[src/rtl/alu_op_sequencer.sv]
// Control sequencer for one register-register ALU instruction: fetch (T0-T2), then execute (T3-T5, plus T6 for HI/LO ops).
// Strobes are Moore-decoded from the state register and ir_in. MDRin also follows mem_ready while in T1W.
module alu_op_sequencer #(
  parameter int unsigned                    DATA_WIDTH   = 32,
  parameter int unsigned                    NUM_REGS     = 16,
  parameter int unsigned                    OPCODE_WIDTH = 5,
  parameter logic [2**OPCODE_WIDTH-1:0]     LEGAL_MASK   = 32'h0000_FFFF,
  parameter logic [OPCODE_WIDTH-1:0]        MUL_OPCODE   = 5'd15,
  parameter logic [OPCODE_WIDTH-1:0]        DIV_OPCODE   = 5'd16
) (
  input  logic                    Clock,
  input  logic                    Clear,
  input  logic                    start,
  input  logic                    mem_ready,
  input  logic [DATA_WIDTH-1:0]   ir_in,
  output logic                    PCout,
  output logic                    MARin,
  output logic                    IncPC,
  output logic                    PCin,
  output logic                    Read,
  output logic                    MDRin,
  output logic                    MDRout,
  output logic                    IRin,
  output logic                    Yin,
  output logic                    ZLowIn,
  output logic                    ZHighIn,
  output logic                    Zlowout,
  output logic                    ZHighout,
  output logic                    LOin,
  output logic                    HIin,
  output logic [NUM_REGS-1:0]     Rin,
  output logic [NUM_REGS-1:0]     Rout,
  output logic [OPCODE_WIDTH-1:0] alu_op,
  output logic                    busy,
  output logic                    done,
  output logic                    illegal
);

  localparam int unsigned RF = 4;
  localparam int unsigned FTOP = DATA_WIDTH - OPCODE_WIDTH - 1;

  typedef enum logic [3:0] {IDLE, T0, T1, T1W, T2, T3, T4, T5, T6, FIN} state_t;

  state_t state, next;

  logic [OPCODE_WIDTH-1:0] op;
  logic [RF-1:0]           ra, rb, rc;
  logic                    regs_ok, op_ok, hilo;
  logic                    unused_ir_bits;

  assign op = ir_in[DATA_WIDTH-1 -: OPCODE_WIDTH];
  assign ra = ir_in[FTOP -: RF];
  assign rb = ir_in[FTOP-RF -: RF];
  assign rc = ir_in[FTOP-2*RF -: RF];
  assign unused_ir_bits = ^ir_in[FTOP-3*RF:0];

  // Fields are 4 bits wide, so smaller register files must reject out-of-range indices.
  assign regs_ok = ({1'b0, ra} < 5'(NUM_REGS)) && ({1'b0, rb} < 5'(NUM_REGS)) &&
                   ({1'b0, rc} < 5'(NUM_REGS));
  assign op_ok   = LEGAL_MASK[op] && regs_ok;
  assign hilo    = (op == MUL_OPCODE) || (op == DIV_OPCODE);

  function automatic logic [NUM_REGS-1:0] onehot(input logic [RF-1:0] r);
    onehot = NUM_REGS'(1) << r;
  endfunction

  always_ff @(posedge Clock) begin
    if (Clear) state <= IDLE;
    else       state <= next;
  end

  always_comb begin
    next     = state;
    PCout    = 1'b0;
    MARin    = 1'b0;
    IncPC    = 1'b0;
    PCin     = 1'b0;
    Read     = 1'b0;
    MDRin    = 1'b0;
    MDRout   = 1'b0;
    IRin     = 1'b0;
    Yin      = 1'b0;
    ZLowIn   = 1'b0;
    ZHighIn  = 1'b0;
    Zlowout  = 1'b0;
    ZHighout = 1'b0;
    LOin     = 1'b0;
    HIin     = 1'b0;
    Rin      = '0;
    Rout     = '0;
    alu_op   = '0;
    busy     = (state != IDLE);
    done     = 1'b0;
    illegal  = 1'b0;
    case (state)
      IDLE: if (start) next = T0;
      T0: begin
        PCout  = 1'b1;
        MARin  = 1'b1;
        IncPC  = 1'b1;
        ZLowIn = 1'b1;
        next   = T1;
      end
      T1: begin
        Zlowout = 1'b1;
        PCin    = 1'b1;
        Read    = 1'b1;
        next    = T1W;
      end
      T1W: begin
        Read  = 1'b1;
        MDRin = mem_ready;
        if (mem_ready) next = T2;
      end
      T2: begin
        MDRout = 1'b1;
        IRin   = 1'b1;
        next   = T3;
      end
      // A rejected instruction skips execution entirely; FIN reports it.
      T3: begin
        if (op_ok) begin
          Rout = onehot(rb);
          Yin  = 1'b1;
          next = T4;
        end else begin
          next = FIN;
        end
      end
      T4: begin
        Rout    = onehot(rc);
        alu_op  = op;
        ZLowIn  = 1'b1;
        ZHighIn = hilo;
        next    = T5;
      end
      T5: begin
        Zlowout = 1'b1;
        if (hilo) begin
          LOin = 1'b1;
          next = T6;
        end else begin
          Rin  = onehot(ra);
          next = FIN;
        end
      end
      T6: begin
        ZHighout = 1'b1;
        HIin     = 1'b1;
        next     = FIN;
      end
      FIN: begin
        done    = 1'b1;
        illegal = !op_ok;
        next    = IDLE;
      end
      default: next = IDLE;
    endcase
  end

endmodule

[config.mk]
export PLATFORM = sky130hd
export DESIGN_NAME = alu_op_sequencer
export DESIGN_NICKNAME = d
export VERILOG_FILES = /design/src/rtl/alu_op_sequencer.sv
export SDC_FILE = /design/constraint.sdc
export NUM_CORES = 1
export LEC_CHECK = 0
export CORE_AREA = 4 4 80 45
export DETAILED_ROUTE_END_ITERATION = 12
export DIE_AREA = 0 0 84 49
export GPL_TIMING_DRIVEN = 1
export PLACE_DENSITY = 0.84
export SETUP_SLACK_MARGIN = 0.02
export SYNTH_ARGS = -nofsm -noshare
export SYNTH_HDL_FRONTEND = slang
export SYNTH_SLANG_ARGS = --single-unit
[constraint.sdc]
create_clock -name Clock -period 5.65 [get_ports Clock]
set_input_delay 1.4125 -clock Clock [delete_from_list [all_inputs] [get_ports Clock]]
set_output_delay 1.4125 -clock Clock [all_outputs]
set_load 0.02 [all_outputs]
* Word-level counts from Yosys, hierarchy flattened
Memories as Yosys holds them, arrays and structs flattened. Index checks and enable logic that the tools add are counted.
Word-level totals: register bits after elaboration 4, memories 1, memory bits (read-only) 32, bits of input ports 36
Memory list:
- (name not given) | words 32, width 1, rd ports 1, clocked after memory_dff 0, wr ports 0, RTL line 60 | assign op_ok = LEGAL_MASK[op] && regs_ok;
Cells by class: reductions and logical operators 8, muxes and demuxes 26, equal/unequal tests 13, order comparisons 1, shift operators 3
Operators with widths (number):
- two-way mux 16 bit | 3
- left shift 1 x 4 -> 16 bit, first input constant | 3
- case mux 4 bit (9 select lines) | 1
- case mux 16 bit (2 select lines) | 1
- two-way mux 1 bit | 17
- == test 4 x 3 -> 1 bit, second input constant | 4
- two-way mux 4 bit | 3
- == test 4 x 2 -> 1 bit, second input constant | 2
- == test 4 bit, second input constant | 2
- less-than comparator 5 x 6 -> 1 bit, second input constant | 1
- OR reduction 2 bit | 3
- == test 5 x 4 -> 1 bit, second input constant | 1
- == test 5 bit, second input constant | 1
- two-way mux 5 bit | 1
- == test 4 x 1 -> 1 bit, second input constant | 1
- zero test 4 bit | 1
- != test 2 bit, second input constant | 2
- nonzero test 4 bit | 1
- AND reduction 2 bit | 1
- zero test 1 bit | 1
- logical OR 1 bit | 1

* Logic depth before layout (Yosys ltp)
Gate-level depths: netlist of the first run.
depth after elaboration 4, depth in mapped cells 6

* Worst setup path before layout of the first run
Ideal clock, no wire load.
path kind input to output, start point input port ir_in[29], end point output port Rin[4], setup slack 1.604 ns, buffers on the path 0, arrival 2.633 ns, stages 4, path through and4b_1 -> mux2i_4 -> nand2_2 -> nor4_1
On the way: cells in the longest elaborated chain, start to end 4
RTL lines:
- start, declared | RTL line 15 | input logic [DATA_WIDTH-1:0] ir_in,
- == test 5 x 4 -> 1 bit / == test 5 bit (equally long branches) | RTL line 61 | assign hilo = (op == MUL_OPCODE) || (op == DIV_OPCODE);
- logical OR 1 bit * | RTL line 61
- two-way mux 16 bit * | RTL line 139 | if (hilo) begin
- two-way mux 16 bit * | RTL line 95 | case (state)
- end, declared | RTL line 31 | output logic [NUM_REGS-1:0] Rin,
Mark *: on every way between the ends. The rest lies on a longest branch, timed or not.

* Worst setup path after layout of the first run
start point input port ir_in[31], end point output port Rin[4]
Same word-level chain as after synthesis.

==> impl_summary.txt, run 1 <==
----------------------------------------------------
[Min path]
  Worst Hold End ... state[1]
  Start point of the worst min-delay path ... state[3]
  Worst hold path stage count ... 1
  Type of the worst min-delay path ... reg2reg

[Routing]
  Routed WL per cell ... 14.2 um
  Routed vias ... 1241
  Router iterations before antenna repair ... 4
  Count of routing violations after the opening detailed-route iteration ... 51
  Antenna Violating Nets Remaining ... 0
  Total wire length after detailed routing ... 3330 um
  Post-route DRC violation count ... 0
  Post-DR vias/cell ... 5.28

[Floorplan]
  Total die area ... 4120 um2
  Std-Cell Rows ... 14
  Initial Util ... 29.8%
  Core area ... 2870 um2
  Number of top-level pins ... 91
  Vertical extent of the die ... 49 um
  Die Wd ... 84 um

[Timing]
  Setup violators final ... 0
  Setup repair after global routing missed its margin ... no
  Highest clock frequency the design can meet ... 197 MHz
  Setup TNS ... 0 ns
  Clk_skew ... 0.000949 ns
  Final Max Slew Viols ... 0
  Transition time at the pin with the least slew margin ... 0.529 ns
  Portion of the clock cycle consumed by the worst path in the final layout ... 89.9%
  Headroom to the max-slew limit ... 64.6%
  Number of failing hold endpoints at the final stage ... 0
  Fin crit period ... 5.08 ns

[Yosys]
  Cell count after synthesis ... 127
  Ys flop type ... dfxtp_1
  Number of synthesis warnings ... 0
  Library cells used by synthesis ... 37
  Average instance area after synthesis ... 6.74 um2
  Net count after synthesis ... 163
  Register bit count reported by yosys ... 4
  Async set or reset register ratio after synthesis ... 0%
  Mapped cell area ... 856 um2
  EDFF count, synth ... 0
  Seq/Total Area, Yosys ... 9.36%

[Clock tree]
  Buffer cell driving the clock tree root ... clkbuf_8
  Clock transition at path regs ... 0.03 ns
  Number of levels in the clock H-tree ... 1
  Gates resized, CTS repair ... 0
  TritonCTS clock tree ... yes
  Clock latency reported for the late side of the worst-skew pair ... 0.22 ns
  TritonCTS Sinks ... 4
  Number of buffers created by CTS ... 3
  Number of hold buffers added after CTS ... 0
  Post-CTS Setup Inserts ... 0
  Max Buffers Root-to-Sink ... 2

[Placed design]
  Detailed-placement wirelength estimate ... 2710 um
  Routability-driven placement congestion ratio ... 0.870
  PortBufs ... 75

[Power]
  Part of the total power dissipated in the clock network ... 27.3%
  Switching portion of total power ... 39.4%
  Internal Pwr Total ... 134 uW
  Combinational share of power ... 53.1%
  Net switching power ... 86.7 uW
  Leak pwr ... 0.000499 uW
  Maximum vdd ir drop ... 106 uV
  Part of the power in registers ... 19.6%
  Total power divided by cell area ... 135 nW/um2

[Worst setup path]
  Launching instance or port of the critical path ... ir_in[31]
  Slack of the worst reg-to-reg path ... 4.12 ns
  Worst EP arrival ... 3.67 ns
  Crit path capture type ... output pin
  Launch point of the worst reg-to-reg path ... state[0]
  Slowest CP cell ... clkdlybuf4s50_1
  Delay of the slowest cell on the worst path ... 0.68 ns
  Required time at the worst-slack endpoint ... 4.24 ns
  CP max FO ... 9
  Crit path launch type ... input port
  Worst Path Buf+Inv ... 2
  CP cell instances ... clkdlybuf4s50_1, and4b_1, mux2i_4, nand2_2, nor4_1, clkdlybuf4s50_1
  Top cell family by delay on the critical path ... buffers and inverters
  Most frequent CP cell ... clkdlybuf4s50_1
  Critical path class ... in2out
  Depth of the worst register-to-register path ... 4
  Endpoint of the lowest-slack register-to-register path ... state[0]

[Finish]
  Layout cell share with drive strength beyond 1 ... 6.67%
  Most frequent cells in the layout ... clkdlybuf4s50_1 (75), nor2_1 (22), nand2b_1 (10), nand2_1 (10)
  Total Nets Final ... 233
  Most flops, register ... state
  Post-route core utilization ... 56.6%
  Number of flip-flops in the largest register ... 4
  Area overhead of the layout relative to synthesis ... 90.1%
  Antenna diode instance count ... 0
  Registers with the most flip-flops ... state (4)
  Layout fillers ... 287
  Most common cell after layout, fill and taps aside ... clkdlybuf4s50_1

[Global route]
  Pin count of the biggest net entering global routing ... 14
  Total congestion overflow ... 0
  Antenna violations before repair ... 0
  Total global-route track usage ... 15.1%
  Via count of the first global-routing pass ... 1141
  Wire length of the first global-routing pass ... 5200 um

[Outcome]
  Status ... complete, no violations

[Job]
  Max-capacitance violation count ... 0

----------------------------------------------------
per-layer routing:
layer | GRT usage (%) | wire [um] | vias up
li1 | - | - | 617
met1 | 19.9 | 1530 | 558
met2 | 22.4 | 1330 | 66
met3 | 7.42 | 468 | 0
met4 | 2.41 | 0 | 0
met5 | 0 | 0 | -
power groups by stage:
stage,logic [uW],registers [uW],clock network (uW)
finish,117,43.2,60.2
global route,125,44.4,63.8
CTS,117,43.0,62.2
detailed placement,116,43.3,0
global placement,115,42.7,0
floorplan,75.4,34.1,0
worst reg2reg max path: cells and delay by family, from the launching register on:
kind / cells / cell delay [ns]
and+or+nand+nor: 2 / 0.66
DFF: 1 / 0.56
AOI/OAI and AO/OA: 2 / 0.24
logic make-up (layout without fill, tap and decap cells):
kind of cell    Yosys count  after routing  share of synthesized area (%)
simple gates             82             82                           55.0
buf+inv                  12             80                           9.21
compound gates           28             28                           23.8
mux                       1              1                           2.63
flops                     4              4                           9.36
cell usage after synthesis, types with 2 or more instances:
master | n | area share [%]
buf_2 | 3 | 1.8
nor4_1 | 4 | 2.9
nor2_1 | 22 | 9.6
nor3_1 | 7 | 4.1
nor4b_1 | 2 | 2.0
nand4b_1 | 2 | 2.0
buf_4 | 4 | 3.5
o22ai_1 | 8 | 5.8
nand3b_1 | 3 | 2.6
a211oi_1 | 2 | 1.8
buf_6 | 2 | 2.6
o32ai_1 | 8 | 8.2
inv_1 | 2 | 0.88
dfxtp_1 | 4 | 9.4
or2_2 | 3 | 2.2
nand3_1 | 3 | 1.8
nand2_1 | 10 | 4.4
nand2b_1 | 10 | 7.3
and2_1 | 6 | 4.4
o21ai_0 | 3 | 1.8
a21oi_1 | 3 | 1.8
layout make-up:
| cell class | count | area (um2) | area share [%] |
|---|---|---|---|
| timing repair buffer | 75 | 751 | 46.2 |
| multi-input combinational | 111 | 697 | 42.8 |
| sequential | 4 | 80.1 | 4.92 |
| tap | 40 | 50.0 | 3.08 |
| clock buffer | 3 | 41.3 | 2.54 |
| inverter | 2 | 7.51 | 0.462 |
through the flow:
step	instances	instance area, um2	setup WS [ns]	power (uW)	hold slack (ns)
2_1_floorplan	127	856	1.60	110	0.491
3_3_place_gp	232	1590	0.581	158	0.608
3_5_place_dp	232	1590	0.514	160	0.634
4_1_cts	235	1630	0.527	222	0.638
5_1_grt	235	1630	0.407	233	0.685
6_report	235	1630	0.568	220	0.645
how the worst max path moves through the flow:
| stage | endpoint | cells after the start |
|---|---|---|
| after CTS | Rin[4] | 6 |
| after global placement | Rin[1] | 6 |
| after global routing | Rin[8] | 6 |
| after detailed placement | Rin[4] | 6 |
| final | Rin[4] | 6 |
| after floorplan | Rin[4] | 4 |
No activity file was read; power rests on OpenSTA's default activity.
==> run 2: changes to the inputs <==
--- a/config.mk
+++ b/config.mk
@@ -5,11 +5,12 @@
 export SDC_FILE = /design/constraint.sdc
 export NUM_CORES = 1
 export LEC_CHECK = 0
-export CORE_AREA = 4 4 80 45
+export CORE_AREA = 4 4 45 57
 export DETAILED_ROUTE_END_ITERATION = 12
-export DIE_AREA = 0 0 84 49
+export DIE_AREA = 0 0 49 61
+export DONT_BUFFER_PORTS = 1
 export GPL_TIMING_DRIVEN = 1
-export PLACE_DENSITY = 0.84
+export HOLD_SLACK_MARGIN = 0.15
 export SETUP_SLACK_MARGIN = 0.02
 export SYNTH_ARGS = -nofsm -noshare
 export SYNTH_HDL_FRONTEND = slang
==> run 2 against run 1 <==
Via count shrank 22%. Wire length shrank 23%. Hold slack lost 0.0096 ns. Critical path type unchanged. Non-clock buffer count shrank 73.
==> impl_summary.txt, run 2 (synthesized netlist as in run 1, its figures left out) <==
----------------------------------------------------
[Floorplan]
  Initial Util ... 43.2% (+13 points)
  Std-Cell Rows ... 18 (+4)
  Vertical extent of the die ... 61 um (+24%)
  Core area ... 1980 um2 (-31%)
  Number of top-level pins ... 91 (unchanged)
  Total die area ... 2990 um2 (-27%)
  Die Wd ... 49 um (-42%)

[Timing]
  Portion of the clock cycle consumed by the worst path in the final layout ... 73.7% (-16 points)
  Headroom to the max-slew limit ... 31.0% (-34 points)
  Setup violators final ... 0 (unchanged)
  Post-Route Hold Slack ... 0.635 ns (-0.00965 ns)
  Number of failing hold endpoints at the final stage ... 0 (unchanged)
  Highest clock frequency the design can meet ... 240 MHz (+22%)
  Transition time at the pin with the least slew margin ... 1.03 ns (+0.500 ns)
  Setup TNS ... 0 ns (unchanged)
  Clk_skew ... 0.00384 ns (+0.00289 ns)
  Setup repair after global routing missed its margin ... no
  Fin crit period ... 4.16 ns (-0.920 ns)
  Final Max Slew Viols ... 0 (unchanged)

[Finish]
  Antenna diode instance count ... 0 (unchanged)
  Area overhead of the layout relative to synthesis ... -0.439%
  Most flops, register ... state
  Layout cell share with drive strength beyond 1 ... 13.1% (+6.4 points)
  Area taken by multi-input logic gates ... 702 um2 (+0.72%)
  Most common cell after layout, fill and taps aside ... nor2_1
  Layout fillers ... 234 (-18%)
  Registers with the most flip-flops ... state (4)
  Number of flip-flops in the largest register ... 4 (unchanged)
  Finished Cell Area ... 852 um2 (-48%)
  Post-route core utilization ... 43.0% (-14 points)
  Total Nets Final ... 160 (-31%)
  Most frequent cells in the layout ... nor2_1 (22), nand2b_1 (10), nand2_1 (10)
  Reg area ... 80.1 um2 (unchanged)

[Power]
  Leak pwr ... 0.000239 uW (-52%)
  Overall power after layout ... 145 uW (-34%)
  Switching portion of total power ... 47.8% (+8.4 points)
  Part of the total power dissipated in the clock network ... 24.3% (-3.0 points)
  Total power divided by cell area ... 170 nW/um2 (+26%)
  Maximum vdd ir drop ... 211 uV (+98%)
  Net switching power ... 69.4 uW (-20%)
  Internal Pwr Total ... 75.7 uW (-43%)
  Part of the power in registers ... 29.5% (+9.9 points)
  Combinational share of power ... 46.2% (-6.9 points)

[Worst setup path]
  Launch point of the worst reg-to-reg path ... state[0]
  CP cell instances ... and4b_1, mux2i_4, nand2_2, nor4_1
  End point of the critical path ... Rin[8]
  Crit path launch type ... input port
  CP max FO ... 6 (-3)
  Top cell family by delay on the critical path ... simple AND/OR/NAND/NOR gates
  Crit path capture type ... output pin
  Required time at the worst-slack endpoint ... 4.24 ns (about the same)
  Endpoint of the lowest-slack register-to-register path ... state[0]
  Worst Path Buf+Inv ... 0 (-2)
  Launching instance or port of the critical path ... ir_in[29]
  Slowest CP cell ... nor4_1
  Worst EP arrival ... 2.75 ns (-0.92 ns)
  Depth of the worst register-to-register path ... 4 (unchanged)
  Delay of the slowest cell on the worst path ... 0.76 ns (+0.08 ns)
  Slack of the worst reg-to-reg path ... 4.13 ns (about the same)
  Critical path class ... in2out
  WP depth ... 4 (-2)

[Clock tree]
  Clock transition at path regs ... 0.04 ns (about the same)
  TritonCTS Sinks ... 4 (unchanged)
  TritonCTS clock tree ... yes
  Gates resized, CTS repair ... 0 (unchanged)
  Post-CTS Setup Inserts ... 0 (unchanged)
  Number of buffers created by CTS ... 3 (unchanged)
  Number of levels in the clock H-tree ... 1 (unchanged)
  Max Buffers Root-to-Sink ... 2 (unchanged)
  Number of hold buffers added after CTS ... 0 (unchanged)
  Buffer cell driving the clock tree root ... clkbuf_4
  Clock latency reported for the late side of the worst-skew pair ... 0.23 ns (about the same)

[Placed design]
  Routability-driven placement congestion ratio ... 0.910 (+4.6%)
  PortBufs ... 0 (-100%)
  Detailed-placement wirelength estimate ... 2110 um (-22%)
  Placed Area ... 830 um2 (-48%)

[Routing]
  Router iterations before antenna repair ... 4 (unchanged)
  Total wire length after detailed routing ... 2580 um (-23%)
  Count of routing violations after the opening detailed-route iteration ... 30 (-41%)
  Routed WL per cell ... 18.2 um (+28%)
  Routed vias ... 964 (-22%)
  Post-route DRC violation count ... 0 (unchanged)
  Post-DR vias/cell ... 6.79 (+29%)
  Antenna Violating Nets Remaining ... 0 (unchanged)

[Global route]
  Via count of the first global-routing pass ... 919 (-19%)
  Total global-route track usage ... 15.9% (+0.83 points)
  Antenna violations before repair ... 0 (unchanged)
  Total congestion overflow ... 0 (unchanged)
  Pin count of the biggest net entering global routing ... 14 (unchanged)
  Wire length of the first global-routing pass ... 3930 um (-24%)

[Outcome]
  Status ... complete, no violations

[Job]
  Max-capacitance violation count ... 0 (unchanged)

[Min path]
  Start point of the worst min-delay path ... state[3]
  Type of the worst min-delay path ... reg2reg

----------------------------------------------------
run 2: cell count changes in the layout (fill, tap and decap cells not counted):
cell / change
clkdlybuf4s50_1: -75
buf_4: +2
clkbuf_8: -3
nor3_2: +1
clkbuf_4: +3
nor3_1: -1
run 2: worst min path at each step:
stage	endpoint	slack (ns)	cells after the start
floorplan	state[1]	0.49	2
global placement	state[1]	0.62	1
detailed placement	state[1]	0.62	1
CTS	state[1]	0.63	1
global route	state[1]	0.67	1
finish	state[1]	0.63	1
run 2: worst register-to-register path, delay by kind of cell (launching register included):
| family | cells | cell delay (ns) |
|---|---|---|
| AND/OR/NAND/NOR | 2 | 0.66 |
| AO/OA/AOI/OAI | 2 | 0.26 |
| flip-flops | 1 | 0.53 |
run 2: area by class of cell:
class	instances	share of cell area [%]
clock buffers	3	2.64
flip-flops and latches	4	9.40
well taps	20	2.94
repair buffers	2	1.76
multi-input cells	111	82.4
inverters	2	0.881
run 2: metal layers:
metal | wire length, um | up-vias | track usage, %
li1 | - | 470 | -
met1 | 925 | 443 | 15.3
met2 | 1360 | 49 | 31.5
met3 | 280 | 2 | 7.37
met4 | 14 | 0 | 2.31
met5 | 0 | - | 0
run 2: power by group through the flow:
stage	clock network (uW)	registers (uW)	logic [uW]
global placement	0	42.9	66.4
global route	38.8	44.4	73.2
finish	35.3	42.7	67.0
floorplan	0	34.1	75.4
CTS	36.5	42.8	67.7
detailed placement	0	43.2	67.5
run 2: through the flow:
stage               setup slack [ns]  cells
global placement                1.49    139
CTS                             1.47    142
global route                    1.45    142
floorplan                       1.60    127
detailed placement              1.47    139
finish                          1.49    142
